<file path="src/rtl/tdm_demux2.sv">
// tdm_demux2: receive-side 1:2 TDM demultiplexer.
// Samples a serial line carrying two interleaved WIDTH-bit words (even frame
// bits = channel 0, odd frame bits = channel 1, each word LSB first) and
// delivers both words in parallel with a one-cycle valid pulse. A sof seen
// mid-frame aborts the partial frame with a one-cycle frame_err pulse and
// restarts reception from that bit.
module tdm_demux2 #(
    parameter int WIDTH = 4
) (
    input  logic             clk,
    input  logic             rst,
    input  logic             en,
    input  logic             sof,
    input  logic             din,
    output logic [WIDTH-1:0] q0,
    output logic [WIDTH-1:0] q1,
    output logic             valid,
    output logic             busy,
    output logic             frame_err
);

    localparam int CW = (2 * WIDTH > 1) ? $clog2(2 * WIDTH) : 1;
    localparam logic [CW-1:0] LAST = CW'(2 * WIDTH - 1);

    typedef enum logic [0:0] {
        IDLE = 1'b0,
        RECV = 1'b1
    } state_t;

    state_t           state_q, state_d;
    logic [CW-1:0]    cnt_q, cnt_d;
    logic [WIDTH-1:0] sh0_q, sh0_d;
    logic [WIDTH-1:0] sh1_q, sh1_d;
    logic [WIDTH-1:0] q0_q, q0_d;
    logic [WIDTH-1:0] q1_q, q1_d;
    logic             valid_q, valid_d;
    logic             busy_q, busy_d;
    logic             err_q, err_d;

    logic             recv_s;
    logic             take_s;
    logic             final_s;
    logic [CW-1:0]    pos_s;
    logic [WIDTH-1:0] mask_s;

    // Strobe qualification shared by the FSM, datapath and output logic.
    always_comb begin
        recv_s  = (state_q == RECV);
        take_s  = en & (sof | recv_s);
        final_s = en & recv_s & ~sof & (cnt_q == LAST);
        // A sof always lands in frame position 0, whatever the counter says.
        if (sof) begin
            pos_s = {CW{1'b0}};
        end else begin
            pos_s = cnt_q;
        end
        mask_s = WIDTH'(1'b1) << (pos_s >> 1);
    end

    // Next-state logic: sof enters/restarts RECV, the final bit returns to IDLE.
    always_comb begin
        state_d = state_q;
        case (state_q)
            IDLE: begin
                if (en && sof) begin
                    state_d = RECV;
                end else begin
                    state_d = IDLE;
                end
            end
            RECV: begin
                if (final_s) begin
                    state_d = IDLE;
                end else begin
                    state_d = RECV;
                end
            end
            default: begin
                state_d = IDLE;
            end
        endcase
    end

    // Datapath: steer the sampled bit into its channel word, advance the
    // counter, and publish both words on the edge that captures the final bit.
    always_comb begin
        cnt_d = cnt_q;
        sh0_d = sh0_q;
        sh1_d = sh1_q;
        q0_d  = q0_q;
        q1_d  = q1_q;
        if (take_s) begin
            if (pos_s[0] == 1'b0) begin
                sh0_d = (sh0_q & ~mask_s) | ({WIDTH{din}} & mask_s);
            end else begin
                sh1_d = (sh1_q & ~mask_s) | ({WIDTH{din}} & mask_s);
            end
            if (sof) begin
                cnt_d = CW'(1);
            end else if (cnt_q == LAST) begin
                cnt_d = {CW{1'b0}};
                q0_d  = sh0_d;
                q1_d  = sh1_d;
            end else begin
                cnt_d = cnt_q + CW'(1);
            end
        end else begin
            cnt_d = cnt_q;
        end
    end

    // Output logic: next values of the registered status outputs.
    always_comb begin
        valid_d = final_s;
        err_d   = en & recv_s & sof;
        busy_d  = (state_d == RECV);
    end

    // State, counter and capture registers.
    always_ff @(posedge clk or posedge rst) begin
        if (rst) begin
            state_q <= IDLE;
            cnt_q   <= {CW{1'b0}};
            sh0_q   <= {WIDTH{1'b0}};
            sh1_q   <= {WIDTH{1'b0}};
        end else begin
            state_q <= state_d;
            cnt_q   <= cnt_d;
            sh0_q   <= sh0_d;
            sh1_q   <= sh1_d;
        end
    end

    // Registered outputs.
    always_ff @(posedge clk or posedge rst) begin
        if (rst) begin
            q0_q    <= {WIDTH{1'b0}};
            q1_q    <= {WIDTH{1'b0}};
            valid_q <= 1'b0;
            busy_q  <= 1'b0;
            err_q   <= 1'b0;
        end else begin
            q0_q    <= q0_d;
            q1_q    <= q1_d;
            valid_q <= valid_d;
            busy_q  <= busy_d;
            err_q   <= err_d;
        end
    end

    assign q0        = q0_q;
    assign q1        = q1_q;
    assign valid     = valid_q;
    assign busy      = busy_q;
    assign frame_err = err_q;

endmodule

</file>
<file path="config.mk">
export PLATFORM = sky130hd
export DESIGN_NAME = tdm_demux2
export DESIGN_NICKNAME = d
export VERILOG_FILES = /design/src/rtl/tdm_demux2.sv
export SDC_FILE = /design/constraint.sdc
export NUM_CORES = 1
export LEC_CHECK = 0
export ABC_CLOCK_PERIOD_IN_PS = 1900
export CORE_UTILIZATION = 50
export DETAILED_ROUTE_END_ITERATION = 8
export GPL_TIMING_DRIVEN = 0
export PLACE_DENSITY_LB_ADDON = 0.05
export SKIP_LAST_GASP = 1
export SYNTH_ARGS = -nofsm -noshare
export SYNTH_HDL_FRONTEND = slang
export SYNTH_SLANG_ARGS = --single-unit
</file>
<file path="constraint.sdc">
create_clock -name clk -period 1.9 [get_ports clk]
set_input_delay 0.475 -clock clk [delete_from_list [all_inputs] [get_ports clk]]
set_output_delay 0.475 -clock clk [all_outputs]
set_load 0.005 [all_outputs]
</file>
==> run metrics <==
CP top delay family=buffers and inverters; Warnings, synthesis=0; f_max=558.1 MHz; Post-CTS Resized=0; Final Routed Wirelength=slightly above 2000 um; Max FO, Critical Path=10; Unique masters post-synth=28; Lkg Pwr=between 0.6 and 0.7 nW; layout cells sized above 1=around 23%; fin nets=between 100 and 150; placed insts=142; hold slack=~0.48 ns; Die X=approximately 50 um; total power=between 1 and 1.5 mW; Sum Neg Setup Slack=0 ns; RSZ-0062 raised after global routing=no; crit path time final=~1.8 ns; Final Util=approximately two thirds; fin cells=roughly 150; Post-Route Skew=around 0.0037 ns; die area=0.002496 sq mm; drt initial violations=8; CP Data Arrival Time=approximately 2.0 ns; filler cell count=about 150; IR drop worst, VDD=0.0005383 V; largest net degree at the start of global routing=23; Setup Buffers After CTS=0; first-pass GRT wire length=between 3000 and 4000 um; Rows=16; P&R area growth vs syn=18.93%; status=finished clean; clk sinks=22; post-layout worst setup margin=about 0.11 ns; Inserted Clock Buffers=3; grt total ovfl=0; CP Launch Type=input port; Placer Congestion=approximately 0.77; Synthesized Nets=~110; hold crit path type=in -> reg; Initial Utilization=between 50% and 60%; Wirelength per Cell=around 14 um; Clk Latency, worst-skew pair=0.31 ns; DP Area=around 0.0013 sq mm; Design Area, Final=about 0.0014 sq mm; final hold violation count=0; Worst-path clk slew=0.12 ns; kind of critical path=in -> reg; mapped cell area=about 0.0011 sq mm; worst rel slew slack=45.48%; vias in the first global route=a little under 800; MaxCap Viol Count=0; Vias/cell=around 5.4; register area share after synthesis=47.88%; initial antenna violation count=0; Syn Inst Count=slightly above 100; Ports=16; CP peak stage delay=a little under 0.6 ns; Routed Antenna Nets=0; period utilization=94.31%; Mean Syn Cell Area=between 10 and 15 sq um; Critical Path RT=roughly 2.1 ns; core region area=0.002062 sq mm; DRC=0; Port Buffer Count=14; CTS root buf=clkbuf_4; crit path capture type=flip-flop; clock tree buffer depth=2; Global Route Usage Sum=between 10% and 20%; Pins Over Slew Limit=0; Seq cells post-synth=22; PwrDens=roughly 870 mW/mm^2; H-tree levels=1; CTS tree=yes; TritonRoute pass-1 iters=4; HPWL after DPL=roughly 1400 um; ant diodes=0; total number of vias=approximately 800; pre-CTS WS=-0.2672 ns; crit path max-delay cell type=clkdlybuf4s50_1; CTS Hold Bufs=0; worst path bufs/invs=2; worst slew pin tran=between 0.8 and 0.9 ns; worst-path cell chain=clkdlybuf4s50_1 -> nand4b_1 -> buf_2 -> nand2_1 -> o21ai_0; Die Span Y=~50 um; final setup vio count=0
final timing paths:
check	cells after the start	startpoint	slack [ns]	to
min reg2reg	2	q1[2]	0.48	q1[2]
max reg2reg	6	cnt_q[0]	0.18	q1[3]
min	2	en	0.48	cnt_q[1]
min in group asynchronous	2	rst	0.62	valid
max in group asynchronous	2	rst	0.78	sh0_q[1]
max	5	sof	0.11	q1[3]
flip-flops by register name, indices dropped and copies added (netlist names):
| signal | count |
|---|---|
| sh1_q | 4 |
| q0 | 4 |
| valid | 1 |
| busy | 1 |
| cnt_q | 3 |
| q1 | 4 |
| frame_err | 1 |
| sh0_q | 4 |
area by class of cell:
type | instances | area (sq um) | area share [%]
well taps | 27 | 33.78 | 2.470
plain buffers | 9 | 68.82 | 5.032
flip-flops and latches | 22 | 550.5 | 40.26
clock buffers | 4 | 36.28 | 2.653
multi-input cells | 66 | 515.5 | 37.69
repair buffers | 15 | 147.6 | 10.80
inverters | 4 | 15.01 | 1.098
metal layers:
layer	vias to the layer above	GRT usage (%)	share of wire (%)	routed length [um]
li1	393	-	-	-
met1	385	26.38	49	1007
met2	18	30.18	47	976
met3	2	3.704	3.0	62
met4	0	7.143	0.58	12
met5	-	0	0	0
logic make-up (layout without fill, tap and decap cells):
| logic type | after synthesis | count (layout) | synth area share [%] |
|---|---|---|---|
| compound gates | 20 | 20 | 10.88 |
| fa+ha+maj | 2 | 2 | 2.176 |
| buf+inv | 13 | 32 | 7.290 |
| flops | 22 | 22 | 47.88 |
| mux | 12 | 12 | 11.21 |
| simple gates | 32 | 32 | 20.57 |
placed cells by master (no fill, tap or decap), types with 2 or more instances in the layout:
cell and n:
mux2_2 3, nor4b_4 3, clkdlybuf4s50_1 14, nand2_1 16, buf_4 3, ha_1 2, a22o_1 2, inv_1 4
dfrtp_1 22, o21ai_0 8, buf_2 4, nor3_1 2, mux2i_1 8, o21ai_1 5, nand4b_1 2, and4bb_2 3
clkbuf_4 3, buf_6 3
where the power goes:
group	internal (mW)	switching, mW
Combinational	0.172	0.157
Clock	0.117	0.141
Sequential	0.549	0.0474
Yosys cell counts, drive strengths merged:
master  number  share of area (%)
nor3         3                1.7
nand4b       2                1.5
o22ai        1               0.54
o211ai       1                1.1
o21ai       14                6.4
nor3b        1               0.65
nand2       16                5.2
buf          9                6.0
dfrtp       22                 48
nand3b       1               0.65
nor4b        3                6.2
a22o         2                1.5
inv          4                1.3
and4bb       3                3.3
and3         1               0.54
ha           2                2.2
o21a         1               0.65
mux2i        8                7.0
o21bai       1               0.65
mux2         4                4.2
nand3        1               0.43
nor2         1               0.33
(Power assumes the default switching activity.)
